File: src/rtl/io_timer_pkg.sv
// -----------------------------------------------------------------------------
// io_timer_pkg
//   Shared definitions for the IO-slot-3 programmable timer.
//   - tmr_reg_e   : register word indices as seen on io_addr (CPU addr[4:1])
//   - CTRL_*      : bit positions inside the CTRL register
//   - tmr_ctrl_t  : packed view of the CTRL register
//   - CNT_W       : width of the down counter and reload value
// -----------------------------------------------------------------------------
package io_timer_pkg;

  localparam int unsigned CNT_W = 16;

  typedef enum logic [3:0] {
    TMR_CTRL     = 4'd0,
    TMR_STATUS   = 4'd1,
    TMR_PRESCALE = 4'd2,
    TMR_RELOAD   = 4'd3,
    TMR_COUNT    = 4'd4
  } tmr_reg_e;

  localparam int unsigned CTRL_EN       = 0;
  localparam int unsigned CTRL_PERIODIC = 1;
  localparam int unsigned CTRL_IE       = 2;

  // Bit order matches the register image: ie=bit2, periodic=bit1, en=bit0.
  typedef struct packed {
    logic ie;
    logic periodic;
    logic en;
  } tmr_ctrl_t;

  function automatic tmr_ctrl_t ctrl_from_word(input logic [2:0] w);
    tmr_ctrl_t c;
    c.en       = w[CTRL_EN];
    c.periodic = w[CTRL_PERIODIC];
    c.ie       = w[CTRL_IE];
    return c;
  endfunction

  function automatic logic [2:0] ctrl_to_word(input tmr_ctrl_t c);
    logic [2:0] w;
    w                = '0;
    w[CTRL_EN]       = c.en;
    w[CTRL_PERIODIC] = c.periodic;
    w[CTRL_IE]       = c.ie;
    return w;
  endfunction

endpackage

File: src/rtl/io_timer_if.sv
// -----------------------------------------------------------------------------
// io_timer_if
//   CPU IO bus as seen by one peripheral slot.
//   io_addr   : register word index (CPU addr[4:1])
//   io_write  : single-cycle write strobe, already slot-decoded and fault-gated
//   io_read   : read qualifier (reads have no side effects)
//   io_wdata  : write data
//   io_rdata  : read data, combinational from io_addr
//   master = CPU side, slave = peripheral side.
// -----------------------------------------------------------------------------
interface io_timer_if #(
  parameter int unsigned RV = 16
);

  logic [3:0]    io_addr;
  logic          io_write;
  logic          io_read;
  logic [RV-1:0] io_wdata;
  logic [RV-1:0] io_rdata;

  modport master (
    output io_addr,
    output io_write,
    output io_read,
    output io_wdata,
    input  io_rdata
  );

  modport slave (
    input  io_addr,
    input  io_write,
    input  io_read,
    input  io_wdata,
    output io_rdata
  );

endinterface

File: src/rtl/io_timer_prescale.sv
// -----------------------------------------------------------------------------
// io_timer_prescale
//   Clock prescaler for io_timer. While enabled, the internal count advances
//   every clk; when it equals i_presc a one-cycle tick is issued and the count
//   restarts from 0 on the same edge, so ticks arrive every i_presc+1 clks.
//   Ports:
//     clk, reset : clock, synchronous active-high reset
//     i_en       : prescaler enable; when low the count is held at 0
//     i_clear    : restart the count from 0 on the next edge
//     i_presc    : division value (tick period = i_presc+1 clks)
//     o_tick     : combinational tick, valid in the cycle before the edge
// -----------------------------------------------------------------------------
module io_timer_prescale #(
  parameter int unsigned PRESC_W = 8
) (
  input  logic               clk,
  input  logic               reset,
  input  logic               i_en,
  input  logic               i_clear,
  input  logic [PRESC_W-1:0] i_presc,
  output logic               o_tick
);

  logic [PRESC_W-1:0] r_pcnt;

  assign o_tick = i_en && (r_pcnt == i_presc);

  always_ff @(posedge clk) begin
    if (reset || !i_en || i_clear || o_tick) begin
      r_pcnt <= '0;
    end else begin
      r_pcnt <= r_pcnt + 1'b1;
    end
  end

endmodule

File: src/rtl/io_timer.sv
// -----------------------------------------------------------------------------
// io_timer
//   Programmable 16-bit down-counting timer on the CPU IO bus (slot 3).
//   Registers (io_addr):
//     0 CTRL     {bit2 ie, bit1 periodic, bit0 en}, other bits RAZ/WI
//     1 STATUS   {bit0 expired}, write-1-to-clear
//     2 PRESCALE [PRESC_W-1:0], write restarts the prescaler
//     3 RELOAD   [15:0], used at the next periodic reload only
//     4 COUNT    [15:0], read = live count, write = load (restarts prescaler)
//     5..15      read 0, writes ignored
//   On each prescaler tick a non-zero COUNT decrements; a zero COUNT expires:
//   STATUS.expired is set, then periodic mode reloads COUNT from RELOAD and
//   one-shot mode clears CTRL.en and leaves COUNT at 0.
//   Ports:
//     clk, reset : clock, synchronous active-high reset
//     bus        : io_timer_if slave (io_addr/io_write/io_read/io_wdata/io_rdata)
//     interrupt  : level, STATUS.expired & CTRL.ie
// -----------------------------------------------------------------------------
module io_timer
  import io_timer_pkg::*;
#(
  parameter int unsigned RV      = 16,
  parameter int unsigned PRESC_W = 8
) (
  input  logic        clk,
  input  logic        reset,
  io_timer_if.slave   bus,
  output logic        interrupt
);

  tmr_ctrl_t          r_ctrl;
  logic               r_expired;
  logic [PRESC_W-1:0] r_presc;
  logic [CNT_W-1:0]   r_reload;
  logic [CNT_W-1:0]   r_count;

  logic w_wr_ctrl;
  logic w_wr_status;
  logic w_wr_presc;
  logic w_wr_reload;
  logic w_wr_count;
  logic w_start;
  logic w_pclear;
  logic w_tick;
  logic w_tick_eff;
  logic w_expire;
  logic w_clr_status;
  logic w_unused_read;

  // Reads are side-effect free, so the qualifier is not needed internally.
  assign w_unused_read = bus.io_read;

  assign w_wr_ctrl   = bus.io_write && (bus.io_addr == TMR_CTRL);
  assign w_wr_status = bus.io_write && (bus.io_addr == TMR_STATUS);
  assign w_wr_presc  = bus.io_write && (bus.io_addr == TMR_PRESCALE);
  assign w_wr_reload = bus.io_write && (bus.io_addr == TMR_RELOAD);
  assign w_wr_count  = bus.io_write && (bus.io_addr == TMR_COUNT);

  // en 0->1 restarts the prescaler phase.
  assign w_start  = w_wr_ctrl && bus.io_wdata[CTRL_EN] && !r_ctrl.en;
  assign w_pclear = w_start || w_wr_presc || w_wr_count;

  io_timer_prescale #(
    .PRESC_W (PRESC_W)
  ) u_prescale (
    .clk     (clk),
    .reset   (reset),
    .i_en    (r_ctrl.en),
    .i_clear (w_pclear),
    .i_presc (r_presc),
    .o_tick  (w_tick)
  );

  // A COUNT write in the same cycle as a tick swallows that tick entirely.
  assign w_tick_eff   = w_tick && !w_wr_count;
  assign w_expire     = w_tick_eff && (r_count == '0);
  assign w_clr_status = w_wr_status && bus.io_wdata[0];

  assign interrupt = r_expired && r_ctrl.ie;

  always_ff @(posedge clk) begin
    if (reset) begin
      r_ctrl    <= '0;
      r_expired <= 1'b0;
      r_presc   <= '0;
      r_reload  <= '0;
      r_count   <= '0;
    end else begin
      if (w_tick_eff) begin
        if (r_count != '0) begin
          r_count <= r_count - 1'b1;
        end else if (r_ctrl.periodic) begin
          r_count <= r_reload;
        end
      end
      if (w_wr_count) begin
        r_count <= bus.io_wdata[CNT_W-1:0];
      end

      // Later assignment wins: an explicit CTRL write overrides the
      // one-shot auto-disable on the same edge.
      if (w_expire && !r_ctrl.periodic) begin
        r_ctrl.en <= 1'b0;
      end
      if (w_wr_ctrl) begin
        r_ctrl <= ctrl_from_word(bus.io_wdata[2:0]);
      end

      // Set beats a same-cycle write-1-to-clear.
      if (w_expire) begin
        r_expired <= 1'b1;
      end else if (w_clr_status) begin
        r_expired <= 1'b0;
      end

      if (w_wr_presc) begin
        r_presc <= bus.io_wdata[PRESC_W-1:0];
      end
      if (w_wr_reload) begin
        r_reload <= bus.io_wdata[CNT_W-1:0];
      end
    end
  end

  always_comb begin
    bus.io_rdata = '0;
    case (bus.io_addr)
      TMR_CTRL:     bus.io_rdata = RV'(ctrl_to_word(r_ctrl));
      TMR_STATUS:   bus.io_rdata = RV'(r_expired);
      TMR_PRESCALE: bus.io_rdata = RV'(r_presc);
      TMR_RELOAD:   bus.io_rdata = RV'(r_reload);
      TMR_COUNT:    bus.io_rdata = RV'(r_count);
      default:      bus.io_rdata = '0;
    endcase
  end

endmodule

File: src/flat_wrapper.sv
// flat-port wrapper written by rule: the top's interface ports become plain ports
module io_timer_flat import io_timer_pkg::*;
#(
  parameter int unsigned RV      = 16,
  parameter int unsigned PRESC_W = 8
)
  (clk, reset, interrupt, bus_io_addr, bus_io_write, bus_io_read, bus_io_wdata, bus_io_rdata);
  io_timer_if #(.RV(RV)) bus_i ();
  input  logic clk;
  input  logic reset;
  output logic interrupt;
  input wire logic [$bits(bus_i.io_addr)-1:0] bus_io_addr;
  input wire logic [$bits(bus_i.io_write)-1:0] bus_io_write;
  input wire logic [$bits(bus_i.io_read)-1:0] bus_io_read;
  input wire logic [$bits(bus_i.io_wdata)-1:0] bus_io_wdata;
  output wire logic [$bits(bus_i.io_rdata)-1:0] bus_io_rdata;
  assign bus_i.io_addr = bus_io_addr;
  assign bus_i.io_write = bus_io_write;
  assign bus_i.io_read = bus_io_read;
  assign bus_i.io_wdata = bus_io_wdata;
  assign bus_io_rdata = bus_i.io_rdata;
  io_timer #(.RV(RV), .PRESC_W(PRESC_W)) u_core (.clk(clk), .reset(reset), .bus(bus_i), .interrupt(interrupt));
endmodule
File: config.mk
export PLATFORM = sky130hd
export DESIGN_NAME = io_timer_flat
export DESIGN_NICKNAME = d
export VERILOG_FILES = /design/src/rtl/io_timer_pkg.sv /design/src/rtl/io_timer_if.sv /design/src/rtl/io_timer_prescale.sv /design/src/rtl/io_timer.sv /design/src/flat_wrapper.sv
export SDC_FILE = /design/constraint.sdc
export NUM_CORES = 1
export LEC_CHECK = 0
export BUFFER_PORTS_ARGS = -buffer_cell sky130_fd_sc_hd__buf_2
export CORE_AREA = 10 10 94 96
export DETAILED_ROUTE_END_ITERATION = 12
export DIE_AREA = 0 0 104 106
export HOLD_SLACK_MARGIN = 0.1
export PLACE_DENSITY = 0.62
export SYNTH_ARGS = -nofsm -noshare
export SYNTH_HDL_FRONTEND = slang
export SYNTH_HIERARCHICAL = 1
export SYNTH_SLANG_ARGS = --single-unit
File: constraint.sdc
create_clock -name clk -period 5.1 [get_ports clk]
set_input_delay 1.275 -clock clk [delete_from_list [all_inputs] [get_ports clk]]
set_output_delay 1.275 -clock clk [all_outputs]
set_load 0.1 [all_outputs]
==> Word-level counts from Yosys, hierarchy flattened <==
Index checks and enable logic that the tools add are counted.
{ "totals": {"reg_bits": 52, "latch_bits": 0, "mem_bits_rw": 0, "romBits": 0, "in_bits": 24, "output_inout_bits": 17, "word_cells": 53, "memories": 0} }
{ "classes": {"addsub": 2, "n_mul": 0, "n_div": 0, "n_lt_le_gt_ge": 0, "eq_ne": 5, "n_shift": 0, "n_mux": 9, "bitwise": 0, "n_reduce_logical": 29} }
{ "ops": {"columns": ["operator", "n"], "rows": [
  ["$pmux 16 s5", 1],
  ["$mux 16", 4],
  ["$logic_not 16->1", 1],
  ["$reduce_bool 16->1", 1],
  ["$sub 16x1->16 const B", 1],
  ["$logic_and 1x1->1", 13],
  ["$add 8x1->8 const B", 1],
  ["$eq 4x2->1 const B", 2],
  ["$eq 8x8->1", 1],
  ["$reduce_bool 2->1", 3],
  ["$logic_or 1x1->1", 5],
  ["$eq 4x1->1 const B", 1],
  ["$eq 4x3->1 const B", 1],
  ["$logic_not 4->1", 1],
  ["$mux 1", 4],
  ["$logic_not 1->1", 3],
  ["$reduce_bool 3->1", 1],
  ["$reduce_and 2->1", 1]
]} }

==> Logic depth before layout (Yosys ltp) <==
Gate-level depths: netlist (run 1).
{ "depth": {"ltp_word": 8, "mapped_depth": 8, "ltp_nobuf": 8} }

==> Hierarchy <==
Netlist (run 1), hierarchy kept.
{ "modules_own_cells": {"columns": ["mod", "n_inst", "cells_each", "area_each_um2", "seq_area_each_um2"], "rows": [
  ["io_timer", 1, 328, 2648.8, 880.8],
  ["io_timer_prescale", 1, 45, 404.1, 160.2]
]} }

==> Least setup slack after synthesis (run 1) <==
OpenSTA, ideal clock, no wires.
{ "synth_timing": {"path_type": "input to output", "startpoint": "in bus_io_addr[1]", "endpoint": "out bus_io_rdata[6]", "t_arrival_ps": 3110, "required_time_ps": 3825, "slack_ps": 715, "stages": 5, "cell_sequence": "buf_2 -> nor4b_1 -> buf_2 -> a222oi_1 -> inv_1"} }
{ "synth_between": {"elab_chain_len": 2} }
{ "synth_rtl": {"columns": ["item", "line", "source"], "rows": [
  ["start, declared", "flat_wrapper.sv:12", "input wire logic [$bits(bus_i.io_addr)-1:0] bus_io_addr;"],
  ["$eq 4x3->1 (tied with other cells)", "io_timer.sv:127", "case (bus.io_addr)"],
  ["$pmux 16 s5 (*)", "io_timer.sv:127", null],
  ["end, declared", "flat_wrapper.sv:16", "output wire logic [$bits(bus_i.io_rdata)-1:0] bus_io_rdata;"]
]} }
Mark *: on every way between the ends. The rest lies on a longest branch, timed or not.

==> Worst setup path after layout (run 1) <==
{ "layout_timing": {"startpoint": "in bus_io_addr[2]", "endpoint": "out bus_io_rdata[0]"} }
The elaborated chain is that of the path after synthesis.

==> results of run 1 <==
worst min-delay path: stages, from the launching register on:
cell and delay (ns):
sky130_fd_sc_hd__dfxtp_1 0.33, sky130_fd_sc_hd__nand2_1 0.06, sky130_fd_sc_hd__a21oi_1 0.05
power groups by stage:
stage               logic [mW]  clock network, mW  registers [mW]
floorplan                0.111                  0           0.425
global placement         0.140                  0           0.429
detailed placement       0.143                  0           0.429
CTS                      0.144              0.258           0.419
global route             0.159              0.270           0.420
finish                   0.145              0.251           0.420
state kept, by name, summed over array words and instances (netlist names):
name                      cells
u_core/r_count               16
u_core/r_reload              16
u_core/r_presc                8
u_core/u_prescale/r_pcnt      8
u_core/r_ctrl                 3
u_core/r_expired              1
cell families (layout without fill, tap and decap cells):
group,Yosys count,in the layout,synth area share (%)
AO/OA/AOI/OAI,97,97,21.97
XOR/XNOR,22,22,6.311
adder cells (fa/ha/maj),3,3,1.230
buffers and inverters,36,66,6.147
flip-flops,52,52,34.10
multiplexers,10,10,3.361
AND/OR/NAND/NOR,153,153,26.89
placed cells by master (no fill, tap or decap), types with 9 or more instances in the layout:
cell type / Yosys / final
sky130_fd_sc_hd__buf_2: 4 / 39
sky130_fd_sc_hd__xnor2_1: 16 / 16
sky130_fd_sc_hd__a21oi_1: 38 / 38
sky130_fd_sc_hd__nand2_1: 62 / 62
sky130_fd_sc_hd__inv_1: 13 / 13
sky130_fd_sc_hd__a222oi_1: 11 / 11
sky130_fd_sc_hd__nand3_1: 19 / 19
sky130_fd_sc_hd__o21ai_0: 9 / 9
sky130_fd_sc_hd__dfxtp_1: 52 / 52
sky130_fd_sc_hd__nor2_1: 24 / 24
metal layers:
metal | wire, um | share of wire (%) | up-vias
li1 | - | - | 1419
met1 | 3849 | 44 | 1349
met2 | 4300 | 49 | 87
met3 | 447 | 5.1 | 7
met4 | 89 | 1.0 | 0
met5 | 0 | 0 | -
through the flow:
stage	worst slack, ns	instances	hold slack [ns]	area [sq um]	util, %
floorplan	0.7152	373	0.4445	3053	-
global placement	0.9496	494	0.4569	3287	46.56
detailed placement	0.9224	494	0.4665	3287	46.56
CTS	0.9237	502	0.4796	3379	47.87
global route	0.7426	502	0.4961	3379	47.87
finish	0.9088	502	0.4804	3379	47.87
cell type report:
class / count / share of cell area [%]
Inverter: 14 / 1.555
Timing Repair Buffer: 44 / 6.886
Clock buffer: 6 / 2.444
Multi-Input combinational cell: 285 / 54.35
Sequential cell: 52 / 30.80
Clock inverter: 2 / 0.2962
Tap cell: 99 / 3.665
worst max path at each step:
stage                   startpoint              end  slack [ns]  cells past startpoint
global route        bus_io_addr[2]  bus_io_rdata[0]        0.74                      7
finish              bus_io_addr[2]  bus_io_rdata[0]        0.91                      7
CTS                 bus_io_addr[2]  bus_io_rdata[0]        0.92                      7
global placement    bus_io_addr[2]  bus_io_rdata[0]        0.95                      7
floorplan           bus_io_addr[1]  bus_io_rdata[6]        0.72                      5
detailed placement  bus_io_addr[2]  bus_io_rdata[0]        0.92                      7
==> impl_results.md, run 1 <==
- Run status: finished, final reports clean
- Warnings from Yosys: 6
- Total power of the final layout: 816.2 uW
- Hold-fix buffers at CTS: 0
- Clock power share: 30.8%
- Reg2reg setup slack: ~2.4 ns
- Proportion of layout cells with a drive suffix above 1: 18.11%
- Number of top-level pins: 41
- Core ar.: ~7100 sq um
- Floorplan die area: 11020 sq um
- Most used standard cell by instance count after synthesis: sky130_fd_sc_hd__nand2_1
- Area Growth Syn to Fin: 10.70%
- Detailed-route via count: approximately 2900
- Number of global-route vias before repair: between 2000 and 3000
- Leak: around 1.3 nW
- Max-Cap Viols: 0
- Die Span Y: roughly 110 um
- Portion of the post-synthesis area used by sequential elements: around a third
- Proportion of power drawn by flip-flops and latches: 51.4%
- Hold Fails Final Rpt: 0
- Endpoint of the lowest-slack register-to-register path: u_core/r_ctrl[0]$_SDFFE_PP0P_
- Drc violations: 0
- Starting Density: approximately 43%
- Iteration-0 DRC Markers: 333
- Cell repeated most along the worst path: sky130_fd_sc_hd__buf_2
- Most frequent cells after synthesis: sky130_fd_sc_hd__nand2_1 (62), sky130_fd_sc_hd__dfxtp_1 (52), sky130_fd_sc_hd__a21oi_1 (38)
- Data arrival, critical path: around 3 ns
- Final setup violation count: 0
- Total of buffers placed on input and output ports: 39
- Pins Over Slew Limit: 0
- End point of the most critical hold path: u_core/r_reload[4]$_SDFFE_PP0P_
- GRT Residual Overflow: 0
- Min-delay src: u_core/r_reload[4]$_SDFFE_PP0P_
- Met1 track utilization from global routing: between 10% and 20%
- Slew @ Worst Pin: ~1.2 ns
- DR WL/cell: around 17 um
- Detailed-router iteration count before antenna repair: 5
- Antenna violations before repair: 0
- Synth Cell Area: a little over 3000 sq um
- Share of Yosys cell area claimed by the top area cell type: between 30% and 40%
- DP Wirelength: 6250 um
- Fillers: 725
- Seq cells post-synth: 52
- Pin count of the biggest net entering global routing: 40
- Hold Crit Class: flop to flop
- Setup CP Type: input pin to output pin
- Synthesized netlist net count: 400
- Startpoint Class: input pin
- Reg clk slew, reported paths: about 0.090 ns
- Register Area: 1041 sq um
- Launching point of the worst reg2reg path: u_core/u_prescale/r_pcnt[0]$_SDFF_PP0_
- Total Nets Final: 429
- IR Drop Worst-Case VDD: approximately 0.00018 V
- Crit path time final: between 4 and 5 ns
- Post-route clock period utilization: between 80 and 90%
- Remaining antenna violation count: 0
- Net switching fraction of the power: about 29%
- Num CTS Buffers: 5
- Diodes inserted: 0
- Most used routing layer: met2
- Ys async rst share: 0%
- Post-Route Setup TNS: 0 ns
- Number of buffers on the longest clock path: 2
- Core Rows: 31
- RSZ-0062 raised after global routing: no
- Net switching power: about 240 uW
- Power per unit of standard cell area: about 240 nW/um^2
- Vias/cell: between 5 and 6
- Clock tree from TritonCTS: done
- Max stage delay on crit path: around 0.4 ns
- CTS HTree Levels: 2
- Worst Path Required: about 3.8 ns
- Number of cells on the worst hold path: 2
- Combined area of the multi-input logic cells: around 1800 sq um
- Largest driver fanout on the critical path: 13
- Achievable clock frequency: about 0.24 GHz
- Wire length of the first global-routing pass: approximately 14000 um
- Fraction of met3 tracks used by global routing: roughly 3.3%
- Kind of capture point of the worst setup path: output pin
- Synthesized area divided by synthesized cell count: between 8 and 9 sq um
- Max_slew headroom: between 10% and 20%
- Worst Reg-to-Reg Cells: 8
- Cell Int Power: between 500 and 600 uW
- Most instantiated flip-flop cell in the synthesis netlist: sky130_fd_sc_hd__dfxtp_1
- Top post-synthesis cells by area: sky130_fd_sc_hd__dfxtp_1 (34%), sky130_fd_sc_hd__nand2_1 (7.6%), sky130_fd_sc_hd__a21oi_1 (6.2%)
- Routing usage on met2: a little over a quarter
- Chain of cells forming the critical path: buf_2, nor2_1, and3_1, buf_4, a222oi_1, inv_1, buf_2
- Number of enable-type register cells in the synthesized netlist: 0
- Post-synthesis cell type with the largest combined area: sky130_fd_sc_hd__dfxtp_1
- Worst-path cell with the longest stage delay: sky130_fd_sc_hd__and3_1
- Cell at the root of the clock tree: sky130_fd_sc_hd__clkbuf_8
- Final estimated routing congestion in global placement: roughly 0.84
- Width of the chip: 104 um
- Detailed-route wire length: 8687 um
- Combinational share of power: about 18%
- Buffering stage count on the worst path with inverters included: 4
- TritonCTS Sinks: 52
- Count of instances resized after the clock tree is built: 0
- Setup Skew: just under 0.01 ns
- Clock latency reported for the late side of the worst-skew pair: 0.31 ns
- Top Family by Delay on Critical Path: buffers and inverters
- Number of standard cells after synthesis: around 370
- Tot GR Track Use: about 15%
- Post-CTS setup buffer count: 0
- Number of library cell types mapped by synthesis: 63
Note: power is estimated with default switching activity, not from simulation.
==> run 2, diff against run 1 <==
Settings changed: PLACE_DENSITY 0.62 to 0.65.
Clock period 5.1 ns to 3.4 ns, I/O delays scaled along.
==> run 2 against run 1 <==
  * Clock-buffer cell count unchanged
  * Routed wire length increased by 0.38%
  * Final area increased by 8.8%
  * Sequential power increased by 50%
  * Die area unchanged
  * Cell count increased by 1.2%
  * Worst setup slack got worse by 0.63 ns
  * Critical path depth unchanged
  * Register-to-register slack got worse by 1.7 ns
  * Highest routed layer unchanged
==> impl_results.md, run 2 (synthesized netlist as in run 1, its figures left out) <==
- Run status: finished, final reports clean
- IR Drop Worst-Case VDD: a little over 0.0002 V
- Core Rows: 31
- Worst-path cell with the longest stage delay: sky130_fd_sc_hd__a222oi_1
- Clock latency reported for the late side of the worst-skew pair: roughly 0.31 ns
- Pin count of the biggest net entering global routing: 39
- Regs by FF count: u_core/r_count: 16 flops, u_core/r_reload: 16 flops
- Post-route cell area: 3677 sq um
- Data arrival, critical path: 2.27 ns
- Worst Reg-to-Reg Cells: 8
- Most frequent standard cell in the layout excluding fill and tap cells: sky130_fd_sc_hd__nand2_1
- Total of buffers placed on input and output ports: 39
- Combined area of the multi-input logic cells: around 1800 sq um
- Die Span Y: between 100 and 150 um
- Post-CTS setup buffer count: 0
- Met3 routed WL: 486 um
- Core ar.: about 7000 sq um
- Number of cells on the worst hold path: 2
- Reg clk slew, reported paths: approximately 0.09 ns
- Diodes inserted: 0
- GRT Residual Overflow: 0
- Count of instances resized after the clock tree is built: 0
- Starting Density: between 40% and 50%
- Endpoint of the lowest-slack register-to-register path: u_core/r_ctrl[0]$_SDFFE_PP0P_
- Fillers: slightly below 700
- Register Area: 1041 sq um
- Final estimated routing congestion in global placement: roughly 0.85
- Post-placement cell area: 3585 sq um
- Detailed-route wire length: slightly below 9000 um
- Hold-fix buffers at CTS: 0
- Width of the chip: ~100 um
- TritonCTS Sinks: 52
- DP Wirelength: 6226 um
- Max-Cap Viols: 0
- Cell Int Power: 872.9 uW
- Antenna violations before repair: 0
- Max_slew headroom: around 52%
- Detailed-router iteration count before antenna repair: 6
- Highest metal layer with signal wires: met4
- Tot GR Track Use: about 15%
- Remaining antenna violation count: 0
- Hold Fails Final Rpt: 0
- Clock power share: ~30%
- Net switching power: roughly 350 uW
- Floorplan die area: roughly 11000 sq um
- RSZ-0062 raised after global routing: no
- Min-delay src: u_core/r_reload[5]$_SDFFE_PP0P_
- Iteration-0 DRC Markers: approximately 250
- Number of global-route vias before repair: approximately 2800
- Post-route clock period utilization: between 90% and 100%
- Vias/cell: between 5 and 6
- Number of buffers on the longest clock path: 2
- Area Growth Syn to Fin: 20.45%
- Hold Crit Class: flop to flop
- CTS HTree Levels: 2
- Combinational share of power: between 10% and 20%
- Kind of capture point of the worst setup path: output pin
- Wire length of the first global-routing pass: ~14000 um
- Pins Over Slew Limit: 0
- Power per unit of standard cell area: ~330 nW/um^2
- Cell at the root of the clock tree: sky130_fd_sc_hd__clkbuf_8
- Worst Path Required: 2.55 ns
- End point of the most critical hold path: u_core/r_reload[5]$_SDFFE_PP0P_
- Startpoint Class: input pin
- Leak: ~1.4 nW
- Drc violations: 0
- Reg2reg setup slack: between 0.7 and 0.8 ns
- Crit path time final: around 3.1 ns
- Post-Route Setup TNS: 0 ns
- Clock tree from TritonCTS: done
- Launching point of the worst reg2reg path: u_core/u_prescale/r_pcnt[0]$_SDFF_PP0_
- Setup Skew: around 0.011 ns
- Total Nets Final: approximately 440
- Buffering stage count on the worst path with inverters included: 4
- Net switching fraction of the power: about 29%
- Top Family by Delay on Critical Path: buffers and inverters
- Chain of cells forming the critical path: buf_2, nor2_1, and3_1, buf_4, a222oi_1, inv_1, buf_12
- Met1 Wirelength: ~3900 um
- Achievable clock frequency: approximately 0.32 GHz
- Setup CP Type: input pin to output pin
- Final setup violation count: 0
- Slew @ Worst Pin: between 0.7 and 0.8 ns
- Proportion of power drawn by flip-flops and latches: roughly half
- Detailed-route via count: between 2000 and 3000
- Num CTS Buffers: 5
- Most used cells in the layout excluding fill and tap cells: sky130_fd_sc_hd__nand2_1 (62), sky130_fd_sc_hd__dfxtp_1 (52), sky130_fd_sc_hd__a21oi_1 (38), sky130_fd_sc_hd__nor2_1 (24), sky130_fd_sc_hd__buf_2 (23)
- Largest driver fanout on the critical path: 18
- Max stage delay on crit path: 0.42 ns
- Proportion of layout cells with a drive suffix above 1: between 20 and 25%
- Number of top-level pins: between 40 and 50
- DR WL/cell: roughly 17 um
- Routed met2 length: around 4300 um
[run 2: per-stage QoR]
step	hold slack [ns]	total power [mW]	setup slack [ns]	cells	util, %
4_1_cts	0.4767	1.227	0.3058	508	52.09
3_5_place_dp	0.4627	0.8629	0.3095	500	50.78
2_1_floorplan	0.4444	0.8046	0.05979	373	-
3_3_place_gp	0.4578	0.8591	0.3089	500	50.78
6_report	0.4785	1.225	0.2753	508	52.09
5_1_grt	0.4957	1.267	0.2120	508	52.09
[run 2: area by class of cell]
type	count	area share [%]
multi-input combinational	285	50.29
sequential	52	28.31
timing repair buffer	50	14.09
tap	99	3.368
clock buffer	6	2.246
inverter	14	1.429
clock inverter	2	0.2722
[run 2: how the worst max path moves through the flow]
stage / to / slack, ns / cells after the start / from
finish: bus_io_rdata[4] / 0.28 / 7 / bus_io_addr[3]
global route: bus_io_rdata[4] / 0.21 / 7 / bus_io_addr[3]
CTS: bus_io_rdata[6] / 0.31 / 7 / bus_io_addr[3]
detailed placement: bus_io_rdata[6] / 0.31 / 7 / bus_io_addr[3]
global placement: bus_io_rdata[4] / 0.31 / 7 / bus_io_addr[3]
floorplan: bus_io_rdata[7] / 0.06 / 4 / bus_io_addr[1]
[run 2: worst reg2reg max path: stages (launching register included)]
cell and delay, ns:
sky130_fd_sc_hd__dfxtp_1 0.44, sky130_fd_sc_hd__xnor2_1 0.14, sky130_fd_sc_hd__nand4_1 0.16, sky130_fd_sc_hd__nor3_1 0.58
sky130_fd_sc_hd__inv_1 0.19, sky130_fd_sc_hd__a21oi_2 0.41, sky130_fd_sc_hd__nand2_1 0.23, sky130_fd_sc_hd__o221ai_1 0.23
sky130_fd_sc_hd__a21oi_1 0.13
[run 2: metal layers]
metal  track usage (%)  vias to the layer above
met3             3.019                        9
met2             25.50                       92
met1             19.21                     1395
met4             4.573                        0
li1                  -                     1435
met5                 0                        -
[run 2: power by group through the flow]
stage          sequential (mW)  combinational (mW)  clock [mW]
6_report                 0.629               0.223       0.372
5_1_grt                  0.631               0.243       0.393
4_1_cts                  0.629               0.221       0.378
3_5_place_dp             0.643               0.220           0
3_3_place_gp             0.643               0.216           0
2_1_floorplan            0.638               0.166           0
